### src/rtl/cpu_pkg.sv
// Shared core definitions: access size encodings, load/store FSM states,
// enable constants and the alignment check used by the load/store unit.
package cpu_pkg;

  typedef enum logic [1:0] {
    SZ_B = 2'd0,
    SZ_H = 2'd1,
    SZ_W = 2'd2,
    SZ_D = 2'd3
  } size_e;

  typedef enum logic [1:0] {
    ST_IDLE = 2'd0,
    ST_MEM  = 2'd1,
    ST_RESP = 2'd2
  } lsu_state_e;

  localparam logic ENABLE  = 1'b1;
  localparam logic DISABLE = 1'b0;

  // True when the byte address is not a multiple of the access size.
  function automatic logic is_misaligned(input logic [2:0] addr_lo, input logic [1:0] size);
    logic [2:0] mask_s;
    case (size)
      SZ_B:    mask_s = 3'b000;
      SZ_H:    mask_s = 3'b001;
      SZ_W:    mask_s = 3'b011;
      SZ_D:    mask_s = 3'b111;
      default: mask_s = 3'b111;
    endcase
    return (addr_lo & mask_s) != 3'b000;
  endfunction

endpackage

### src/rtl/lsu_align.sv
// Combinational byte-lane steering: byte-enable mask, store data shift and
// load data shift with sign/zero extension.
module lsu_align
  import cpu_pkg::*;
#(
  parameter  int DATA_W = 32,
  localparam int BE_W   = DATA_W / 8,
  localparam int LANE_W = $clog2(BE_W)
) (
  input  logic [LANE_W-1:0] lane,
  input  logic [1:0]        size,
  input  logic              is_unsigned,
  input  logic [DATA_W-1:0] wdata,
  input  logic [DATA_W-1:0] rdata,
  output logic [BE_W-1:0]   be,
  output logic [DATA_W-1:0] wdata_lane,
  output logic [DATA_W-1:0] rdata_ext
);

  logic [BE_W-1:0]   mask_s;
  logic [LANE_W+2:0] bit_shift_s;
  logic [DATA_W-1:0] rd_shift_s;
  logic              sign_s;

  assign bit_shift_s = {lane, 3'b000};
  assign be          = mask_s << lane;
  assign wdata_lane  = wdata << bit_shift_s;
  assign rd_shift_s  = rdata >> bit_shift_s;

  // Unshifted byte-enable pattern for the access size.
  always_comb begin
    case (size)
      SZ_B:    mask_s = BE_W'(8'h01);
      SZ_H:    mask_s = BE_W'(8'h03);
      SZ_W:    mask_s = BE_W'(8'h0F);
      SZ_D:    mask_s = BE_W'(8'hFF);
      default: mask_s = BE_W'(8'h00);
    endcase
  end

  // The extra sign bit in front of the field makes the signed cast do the
  // extension; for a 32-bit bus the word case truncates it away.
  always_comb begin
    sign_s    = 1'b0;
    rdata_ext = '0;
    case (size)
      SZ_B: begin
        sign_s    = !is_unsigned && rd_shift_s[7];
        rdata_ext = DATA_W'($signed({sign_s, rd_shift_s[7:0]}));
      end
      SZ_H: begin
        sign_s    = !is_unsigned && rd_shift_s[15];
        rdata_ext = DATA_W'($signed({sign_s, rd_shift_s[15:0]}));
      end
      SZ_W: begin
        sign_s    = !is_unsigned && rd_shift_s[31];
        rdata_ext = DATA_W'($signed({sign_s, rd_shift_s[31:0]}));
      end
      SZ_D: begin
        sign_s    = 1'b0;
        rdata_ext = rd_shift_s;
      end
      default: begin
        sign_s    = 1'b0;
        rdata_ext = '0;
      end
    endcase
  end

endmodule

### src/rtl/lsu.sv
// Load/store unit: accepts one core access, runs a valid/ack transaction with
// data memory and returns aligned load data. Optional macro: LSU_TIMEOUT_EN.
module lsu
  import cpu_pkg::*;
#(
  parameter int ADDR_W  = 32,
  parameter int DATA_W  = 32,
  parameter int TIMEOUT = 15
) (
  input  logic                clk,
  input  logic                rst_n,
  input  logic                req_valid,
  output logic                req_ready,
  input  logic                req_store,
  input  logic [1:0]          req_size,
  input  logic                req_unsigned,
  input  logic [ADDR_W-1:0]   req_addr,
  input  logic [DATA_W-1:0]   req_wdata,
  output logic                rsp_valid,
  output logic [DATA_W-1:0]   rsp_rdata,
  output logic                rsp_err,
  output logic                busy,
  output logic                mem_req,
  output logic                mem_we,
  output logic [ADDR_W-1:0]   mem_addr,
  output logic [DATA_W/8-1:0] mem_be,
  output logic [DATA_W-1:0]   mem_wdata,
  input  logic                mem_ack,
  input  logic [DATA_W-1:0]   mem_rdata
);

  localparam int BE_W   = DATA_W / 8;
  localparam int LANE_W = $clog2(BE_W);

  lsu_state_e        state_r, state_s;
  logic              store_r, store_s;
  logic              unsigned_r, unsigned_s;
  logic [1:0]        size_r, size_s;
  logic [LANE_W-1:0] lane_r, lane_s;

  logic              req_ready_r, req_ready_s;
  logic              rsp_valid_r, rsp_valid_s;
  logic              rsp_err_r, rsp_err_s;
  logic [DATA_W-1:0] rsp_rdata_r, rsp_rdata_s;
  logic              busy_r, busy_s;
  logic              mem_req_r, mem_req_s;
  logic              mem_we_r, mem_we_s;
  logic [ADDR_W-1:0] mem_addr_r, mem_addr_s;
  logic [BE_W-1:0]   mem_be_r, mem_be_s;
  logic [DATA_W-1:0] mem_wdata_r, mem_wdata_s;

  logic [LANE_W-1:0] al_lane_s;
  logic [1:0]        al_size_s;
  logic              al_uns_s;
  logic [BE_W-1:0]   al_be_s;
  logic [DATA_W-1:0] al_wdata_s;
  logic [DATA_W-1:0] al_rdata_s;
  logic              illegal_s;
  logic              timeout_s;

  assign illegal_s = is_misaligned(req_addr[2:0], req_size) ||
                     ((req_size == SZ_D) && (DATA_W < 64));

`ifdef LSU_TIMEOUT_EN
  localparam int CNT_W = $clog2(TIMEOUT + 1);
  logic [CNT_W-1:0] wait_cnt_r, wait_cnt_s;

  assign timeout_s = (wait_cnt_r == CNT_W'(TIMEOUT - 1));

  // Counts ack-less cycles in MEM; idles at zero elsewhere so MEM entry starts clean.
  always_comb begin
    if ((state_r == ST_MEM) && !mem_ack) begin
      wait_cnt_s = wait_cnt_r + CNT_W'(1);
    end else begin
      wait_cnt_s = '0;
    end
  end

  // Wait counter register.
  always_ff @(posedge clk or negedge rst_n) begin
    if (!rst_n) begin
      wait_cnt_r <= '0;
    end else begin
      wait_cnt_r <= wait_cnt_s;
    end
  end
`else
  assign timeout_s = DISABLE;
`endif

  // The aligner sees the live request while idle and the captured one afterwards.
  always_comb begin
    if (state_r == ST_IDLE) begin
      al_lane_s = req_addr[LANE_W-1:0];
      al_size_s = req_size;
      al_uns_s  = req_unsigned;
    end else begin
      al_lane_s = lane_r;
      al_size_s = size_r;
      al_uns_s  = unsigned_r;
    end
  end

  lsu_align #(.DATA_W(DATA_W)) u_align (
    .lane        (al_lane_s),
    .size        (al_size_s),
    .is_unsigned (al_uns_s),
    .wdata       (req_wdata),
    .rdata       (mem_rdata),
    .be          (al_be_s),
    .wdata_lane  (al_wdata_s),
    .rdata_ext   (al_rdata_s)
  );

  // Next-state and next-output logic.
  always_comb begin
    state_s     = state_r;
    store_s     = store_r;
    unsigned_s  = unsigned_r;
    size_s      = size_r;
    lane_s      = lane_r;
    mem_addr_s  = mem_addr_r;
    mem_be_s    = mem_be_r;
    mem_wdata_s = mem_wdata_r;
    rsp_err_s   = DISABLE;
    rsp_rdata_s = '0;
    case (state_r)
      ST_IDLE: begin
        if (req_valid && req_ready_r) begin
          store_s    = req_store;
          unsigned_s = req_unsigned;
          size_s     = req_size;
          lane_s     = req_addr[LANE_W-1:0];
          if (illegal_s) begin
            state_s   = ST_RESP;
            rsp_err_s = ENABLE;
          end else begin
            state_s     = ST_MEM;
            mem_addr_s  = {req_addr[ADDR_W-1:LANE_W], {LANE_W{1'b0}}};
            mem_be_s    = al_be_s;
            mem_wdata_s = al_wdata_s;
          end
        end else begin
          state_s = ST_IDLE;
        end
      end
      ST_MEM: begin
        if (mem_ack) begin
          state_s = ST_RESP;
          if (store_r) begin
            rsp_rdata_s = '0;
          end else begin
            rsp_rdata_s = al_rdata_s;
          end
        end else if (timeout_s) begin
          state_s   = ST_RESP;
          rsp_err_s = ENABLE;
        end else begin
          state_s = ST_MEM;
        end
      end
      ST_RESP: state_s = ST_IDLE;
      default: state_s = ST_IDLE;
    endcase
    mem_req_s   = (state_s == ST_MEM);
    mem_we_s    = (state_s == ST_MEM) && store_s;
    rsp_valid_s = (state_s == ST_RESP);
    busy_s      = (state_s != ST_IDLE);
    req_ready_s = (state_s == ST_IDLE);
  end

  // State, captured request fields and registered outputs.
  always_ff @(posedge clk or negedge rst_n) begin
    if (!rst_n) begin
      state_r     <= ST_IDLE;
      store_r     <= 1'b0;
      unsigned_r  <= 1'b0;
      size_r      <= 2'b00;
      lane_r      <= '0;
      req_ready_r <= 1'b0;
      rsp_valid_r <= 1'b0;
      rsp_err_r   <= 1'b0;
      rsp_rdata_r <= '0;
      busy_r      <= 1'b0;
      mem_req_r   <= 1'b0;
      mem_we_r    <= 1'b0;
      mem_addr_r  <= '0;
      mem_be_r    <= '0;
      mem_wdata_r <= '0;
    end else begin
      state_r     <= state_s;
      store_r     <= store_s;
      unsigned_r  <= unsigned_s;
      size_r      <= size_s;
      lane_r      <= lane_s;
      req_ready_r <= req_ready_s;
      rsp_valid_r <= rsp_valid_s;
      rsp_err_r   <= rsp_err_s;
      rsp_rdata_r <= rsp_rdata_s;
      busy_r      <= busy_s;
      mem_req_r   <= mem_req_s;
      mem_we_r    <= mem_we_s;
      mem_addr_r  <= mem_addr_s;
      mem_be_r    <= mem_be_s;
      mem_wdata_r <= mem_wdata_s;
    end
  end

  assign req_ready = req_ready_r;
  assign rsp_valid = rsp_valid_r;
  assign rsp_err   = rsp_err_r;
  assign rsp_rdata = rsp_rdata_r;
  assign busy      = busy_r;
  assign mem_req   = mem_req_r;
  assign mem_we    = mem_we_r;
  assign mem_addr  = mem_addr_r;
  assign mem_be    = mem_be_r;
  assign mem_wdata = mem_wdata_r;

endmodule

### config.mk
export PLATFORM = sky130hd
export DESIGN_NAME = lsu
export DESIGN_NICKNAME = d
export VERILOG_FILES = /design/src/rtl/cpu_pkg.sv /design/src/rtl/lsu_align.sv /design/src/rtl/lsu.sv
export SDC_FILE = /design/constraint.sdc
export NUM_CORES = 1
export LEC_CHECK = 0
export ABC_CLOCK_PERIOD_IN_PS = 3000
export CAP_MARGIN = 10
export CORE_MARGIN = 3
export CORE_UTILIZATION = 30
export CTS_CLUSTER_SIZE = 16
export DETAILED_ROUTE_END_ITERATION = 10
export GPL_ROUTABILITY_DRIVEN = 0
export PLACE_DENSITY = 0.71
export SYNTH_ARGS = -nofsm -noshare
export SYNTH_HDL_FRONTEND = slang
export SYNTH_SLANG_ARGS = --single-unit
### constraint.sdc
create_clock -name clk -period 3 [get_ports clk]
set_input_delay 0.3 -clock clk [delete_from_list [all_inputs] [get_ports clk]]
set_output_delay 0.3 -clock clk [all_outputs]
set_load 0.05 [all_outputs]
==> results.py, run 1 <==
metrics = {
    "global_route": {
        "busiest_layer": "met2",
        "use_met3": 0.0403,
        "track_usage": 0.174,
        "gr-total-overflow": 0,
        "grtUsageMet2": 0.272,
        "grt_pass1_vias": 4575,
        "antenna_found_initial": 0,
        "use_met1": 0.236,
        "grt_max_degree": 56,
        "grt_first_pass_wirelength_um": 25500,
    },
    "clocking": {
        "cts_tree": "built",
        "postCtsSetupBuffers": 0,
        "htree_num_levels": 3,
        "root_buffer": "clkbuf_16",
        "worstSkewPairLatency_ns": 0.35,
        "numCtsBuffers": 9,
        "path_clk_slew_ns": 0.08,
        "cts_buffer_depth": 2,
        "clkSinkCount": 112,
    },
    "finish": {
        "mostFrequentLayoutCells": "clkdlybuf4s50_1, nand2_1, dfrtp_1, mux2_2, nor2_1",
        "diodes": 0,
        "n_fill_cell": 1600,
        "layout-drive-gt1-share": 0.114,
        "area_delta_synth_final_pct": 50.7,
        "layout_commonest_cell": "clkdlybuf4s50_1",
        "final_nets": 824,
        "area.sequential_um2": 2800,
        "multi_input_comb_area_um2": 2210,
        "utilization": 0.467,
    },
    "critical_path": {
        "reg2reg_slack_ns": 0.55,
        "cp_slowest_cell": "dfrtp_1",
        "timing.rr.end": "rsp_rdata[1]$_DFF_PN0_",
        "cp_cell_sequence": "or2_1 -> mux2i_4 -> buf_4 -> mux2_2 -> nor2_1 -> a311oi_1",
        "path_class": "register to register",
        "critical_path.endpoint_type": "register",
        "worstReg2RegStart": "state_r[1]$_DFF_PN0_",
        "r2r.worst_path.cells": 6,
        "slowest_delay_ns": 0.59,
        "arrival_ns": 2.67,
        "cp.required_ns": 3.22,
        "startpoint_type": "register",
        "crit_fanout": 28,
    },
    "floorplan": {
        "num_rows": 47,
        "start_util": 0.310,
        "coreArea_um2": 16800,
        "fp.dieH_um": 138,
        "ioPinCount": 210,
        "die_width_um": 138,
        "dieArea_um2": 19000,
    },
    "place": {
        "port-buffer-count": 207,
        "hpwl_um": 12300,
    },
    "logic_synthesis": {
        "synth_top_family_by_area": "simple AND/OR/NAND/NOR gates",
        "synth.avg_cell_area_um2": 9.99,
        "synth_warnings": 0,
        "synthAdderAreaFrac": 0,
        "async_flop_share": 1.00,
        "ys_seq_area_frac": 0.537,
        "synth_top_cell_by_area": "dfrtp_1",
        "synth_xor_area_frac": 0,
        "synthDominantCellAreaShare": 0.537,
        "synth_edf_count": 0,
        "yosysUniqueCellTypes": 47,
        "synth_simple_gate_area_frac": 0.176,
        "syn_area_um2": 5220,
        "synth_cells": 522,
        "synthMuxAreaShare": 0.118,
        "synth_compound_area_frac": 0.128,
        "synth_ff_type": "dfrtp_1",
        "synth.area.top_cells": "dfrtp_1, nand2_1, mux2_2, mux2i_1, a221oi_1",
        "ys_ff_latch": 112,
    },
    "drt": {
        "via_count": 4588,
        "drt-initial-drc-count": 329,
        "drt_wl_total_um": 17000,
        "ant_nets": 0,
        "dr.pass1.iters": 5,
        "vias_per_cell": 4.86,
        "wire_per_inst_um": 18.0,
        "drc": 0,
    },
    "timing": {
        "hold_violations": 0,
        "tns_ns": 0,
        "drv_slew": 0,
        "setup_viol": 0,
        "fin_crit_sh": 0.818,
        "worst_slew_pin_slew_ns": 0.662,
        "slew_headroom": 0.559,
        "fmax_mhz": 407,
        "finClkSkew_ns": 0.0105,
        "rsz0062_at_grt": "no",
        "min_period_ns": 2.45,
    },
    "power_and_ir_drop": {
        "power_density_nw_per_um2": 1100,
        "vdd_ir_drop_max_v": 0.000416,
        "p_leak_nw": 3.45,
    },
    "outcome": {
        "status": "finished clean",
    },
    "worst_hold_path": {
        "whs_path_depth": 2,
        "hold_path.class": "register to register",
        "min_from": "mem_wdata[1]$_DFFE_PN0P_",
        "hold_end": "mem_wdata[1]$_DFFE_PN0P_",
    },
    "flow_run": {
        "drv_cap": 0,
    },
}
-- worst max path at each step --
stage	startpoint	to	slack, ns	cells past startpoint
2_1_floorplan	state_r[0]$_DFF_PN0_	mem_wdata[21]$_DFFE_PN0P_	0.88	7
3_3_place_gp	req_addr[1]	mem_wdata[21]$_DFFE_PN0P_	0.49	7
3_5_place_dp	req_addr[1]	mem_wdata[23]$_DFFE_PN0P_	0.46	7
4_1_cts	state_r[1]$_DFF_PN0_	rsp_rdata[30]$_DFF_PN0_	0.53	6
5_1_grt	state_r[1]$_DFF_PN0_	rsp_rdata[25]$_DFF_PN0_	0.32	6
6_report	state_r[1]$_DFF_PN0_	rsp_rdata[1]$_DFF_PN0_	0.55	6
-- what timing repair did --
item / CTS / global route
endpoints found under the hold margin: 1 / 0
resized for setup: 0 / 0
hold buffers: 1 / 0
-- sequential cells by signal (all words and copies together) (netlist names), 2 cells and up --
name       count
mem_addr      30
mem_be         4
size_r         2
mem_wdata     32
lane_r         2
rsp_rdata     32
state_r        2
-- stage by stage --
stage                     hold slack, ns  instance area, um^2  cells  setup WS, ns  power, mW
after detailed placement           0.377                 7510    928         0.459       7.29
after CTS                          0.461                 7860    945         0.533       8.69
final                              0.468                 7860    945         0.546       8.61
after floorplan                  0.00441                 5220    523         0.881       5.62
after global placement             0.367                 7510    928         0.492       7.22
after global routing               0.466                 7860    945         0.321       9.09
-- worst max-delay path: cells and delay by family, from the launching register on --
kind	cells	cell delay (ns)
flip-flops	1	0.59
buffers and inverters	1	0.36
AO/OA/AOI/OAI	1	0.36
multiplexers	2	0.56
AND/OR/NAND/NOR	2	0.45
-- area by class of cell --
type                            count  area share
Sequential cell                   112       0.357
Inverter                            2    0.000955
Timing Repair Buffer              224       0.283
Clock buffer                       11      0.0296
Clock inverter                      5      0.0134
Multi-Input combinational cell    371       0.281
Tap cell                          220      0.0350
-- per-layer routing --
metal  part of all wire  vias up
met5                  0        -
met4              0.021        0
met3              0.069       24
met2               0.48      176
met1               0.43     2205
li1                   -     2183
-- synth_stat cells, drive strengths merged, types with 2 or more instances --
master    n
a211oi    2
a21oi    13
a221oi   15
a22oi    16
a311oi    7
and2      5
buf      21
clkbuf   17
dfrtp   112
inv       2
mux2     38
mux2i    17
nand2   166
nand2b    3
nand3     9
nor2     30
o211ai    2
o21ai    17
o21ba     2
o22ai     2
o31ai     9
or2       3
or4b      2
-- logic make-up after synthesis --
kind of cell    after synthesis
simple gates                223
compound gates               91
flops                       112
other cells                   1
mux                          55
buf+inv                      40
-- report_power, final --
part	leakage (nW)	internal, mW	switching [mW]
Combinational	1.84	1.70	3.20
Clock	0.156	0.818	0.559
Sequential	1.45	2.02	0.313
Power figures use the tool's default switching activity.
==> inputs of run 2 (changes only) <==
--- a/config.mk
+++ b/config.mk
@@ -5,14 +5,14 @@
 export SDC_FILE = /design/constraint.sdc
 export NUM_CORES = 1
 export LEC_CHECK = 0
-export ABC_CLOCK_PERIOD_IN_PS = 3000
+export ABC_CLOCK_PERIOD_IN_PS = 2000
 export CAP_MARGIN = 10
 export CORE_MARGIN = 3
 export CORE_UTILIZATION = 30
 export CTS_CLUSTER_SIZE = 16
 export DETAILED_ROUTE_END_ITERATION = 10
 export GPL_ROUTABILITY_DRIVEN = 0
-export PLACE_DENSITY = 0.71
+export PLACE_DENSITY = 0.73
 export SYNTH_ARGS = -nofsm -noshare
 export SYNTH_HDL_FRONTEND = slang
 export SYNTH_SLANG_ARGS = --single-unit
==> constraint.sdc (replaced) <==
create_clock -name clk -period 2 [get_ports clk]
set_input_delay 0.2 -clock clk [delete_from_list [all_inputs] [get_ports clk]]
set_output_delay 0.2 -clock clk [all_outputs]
set_load 0.05 [all_outputs]
==> results.py, run 2 (synthesis results as in run 1) <==
metrics = {
    "global_route": {
        "gr-total-overflow": 0,
        "grt_first_pass_wirelength_um": 25900,
        "antenna_found_initial": 0,
        "track_usage": 0.177,
        "grt_pass1_vias": 4667,
        "grt_max_degree": 109,
    },
    "drt": {
        "ant_nets": 0,
        "wire_per_inst_um": 18.2,
        "drt_wl_total_um": 18100,
        "vias_per_cell": 4.83,
        "drc": 0,
        "drt-initial-drc-count": 288,
        "via_count": 4803,
        "dr.pass1.iters": 4,
    },
    "floorplan": {
        "ioPinCount": 210,
        "coreArea_um2": 16800,
        "fp.dieH_um": 138,
        "num_rows": 47,
        "start_util": 0.310,
        "die_width_um": 138,
        "dieArea_um2": 19000,
    },
    "critical_path": {
        "crit_path_frequent_cell": "mux2_4",
        "startpoint_type": "register",
        "worstReg2RegStart": "state_r[0]$_DFF_PN0_",
        "reg2reg_slack_ns": -0.05,
        "crit_fanout": 6,
        "crit_start": "state_r[0]$_DFF_PN0_",
        "critical_path.endpoint_type": "register",
        "slowest_delay_ns": 0.45,
        "cp_slowest_cell": "dfrtp_2",
        "arrival_ns": 2.30,
        "cp.required_ns": 2.24,
        "path_class": "register to register",
        "cp_cell_sequence": "or2_4 -> mux2_4 -> mux2_4 -> o211ai_4 -> clkbuf_16 -> a22oi_2",
    },
    "timing": {
        "min_period_ns": 2.05,
        "rsz0062_at_grt": "yes",
        "setup_viol": 31,
        "fmax_mhz": 487,
        "worst_slew_pin_slew_ns": 0.602,
        "fin_crit_sh": 1.03,
        "slew_headroom": 0.598,
        "finClkSkew_ns": 0.00830,
        "final.setup.worst_slack_ns": -0.0529,
        "tns_ns": -1.07,
        "hold_violations": 0,
        "drv_slew": 0,
    },
    "finish": {
        "final_nets": 873,
        "stdcell_count": 994,
        "utilization": 0.509,
        "area.sequential_um2": 2810,
        "layout_commonest_cell": "clkdlybuf4s50_1",
        "multi_input_comb_area_um2": 2400,
        "mostFrequentLayoutCells": "clkdlybuf4s50_1, nand2_1, dfrtp_1, buf_4, mux2_2",
        "area_delta_synth_final_pct": 64.0,
        "diodes": 0,
        "final_area_um2": 8550,
        "layout-drive-gt1-share": 0.218,
        "n_fill_cell": 1518,
    },
    "clocking": {
        "htree_num_levels": 3,
        "cts_buffer_depth": 2,
        "worstSkewPairLatency_ns": 0.35,
        "cts_tree": "built",
        "root_buffer": "clkbuf_16",
        "path_clk_slew_ns": 0.08,
        "clkSinkCount": 112,
        "numCtsBuffers": 9,
    },
    "power_and_ir_drop": {
        "p_leak_nw": 3.80,
        "vdd_ir_drop_max_v": 0.000767,
        "power_density_nw_per_um2": 1630,
    },
    "outcome": {
        "violations": "setup timing",
        "status": "complete, but fails checks",
    },
    "worst_hold_path": {
        "hold_path.class": "primary input to async pin",
    },
    "place": {
        "pre_cts_slack_ns": -0.301,
        "placed_cells": 960,
        "port-buffer-count": 207,
        "hpwl_um": 12500,
        "postPlaceCellArea_um2": 7890,
    },
    "flow_run": {
        "drv_cap": 0,
    },
}
[run 2: cell count changes in the layout (fill, tap and decap cells not counted), sizes merged]
| cell | delta |
|---|---|
| buf | +50 |
| clkdlybuf4s50 | -5 |
| clkinvlp | -1 |
| bufinv | -3 |
| and2 | +1 |
| clkbuf | +3 |
| clkinv | +4 |
[run 2: where the power goes]
part | total [mW] | switching, mW | internal (mW)
registers | 3.49 | 0.457 | 3.04
logic | 8.70 | 5.26 | 3.44
clock network | 1.78 | 0.871 | 0.912
total | 14.0 | 6.59 | 7.39
[run 2: area by class of cell]
class,instances,share of cell area
clock buffers,11,0.0295
inverters,2,0.000878
flip-flops and latches,112,0.328
well taps,220,0.0322
multi-input cells,372,0.280
clock inverters,5,0.00366
repair buffers,272,0.325
[run 2: routing by layer]
layer	wire length, um	share of wire	global-route usage
met1	7810	0.43	0.231
met2	8660	0.48	0.277
met3	1080	0.060	0.0461
met4	556	0.031	0.0818
met5	0	0	0
[run 2: per-stage QoR]
stage	hold WS [ns]	power (mW)
floorplan	-0.0956	8.50
global placement	0.0102	11.4
detailed placement	0.0113	11.5
CTS	0.165	13.4
global route	0.198	14.7
finish	0.186	14.0
[run 2: worst max-delay path, delay by kind of cell (launching register included)]
kind / cells / cell delay (ns)
AO/OA/AOI/OAI: 2 / 0.36
flip-flops: 1 / 0.45
multiplexers: 2 / 0.64
buffers and inverters: 1 / 0.22
AND/OR/NAND/NOR: 1 / 0.27
[run 2: path summary, 6_finish.rpt]
check / to / cells past startpoint
min in group clk: mem_addr[29]$_DFFE_PN0P_ / 3
worst min-delay path: mem_addr[24]$_DFFE_PN0P_ / 2
worst min register to register: mem_wdata[7]$_DFFE_PN0P_ / 2
worst max register to register: rsp_rdata[20]$_DFF_PN0_ / 6
max in group asynchronous: state_r[0]$_DFF_PN0_ / 3
worst max-delay path: rsp_rdata[20]$_DFF_PN0_ / 6
[run 2: repair_timing]
action | 4_1_cts | 5_1_grt
endpoints found under the hold margin | 4 | 0
endpoints found under the setup margin | 22 | 56
resized for setup | 1 | 48
gates cloned | 1 | 4
pin swaps | 0 | 6
hold buffers | 1 | 0
buffers inserted | 1 | 11
==> inputs of run 3 (changes only) <==
--- a/config.mk
+++ b/config.mk
@@ -9,6 +9,7 @@
 export CAP_MARGIN = 10
 export CORE_MARGIN = 3
 export CORE_UTILIZATION = 30
+export CTS_CLUSTER_DIAMETER = 30
 export CTS_CLUSTER_SIZE = 16
 export DETAILED_ROUTE_END_ITERATION = 10
 export GPL_ROUTABILITY_DRIVEN = 0
==> results of run 3 <==
No change in the layout: final DEF, timing and power equal those of run 2.
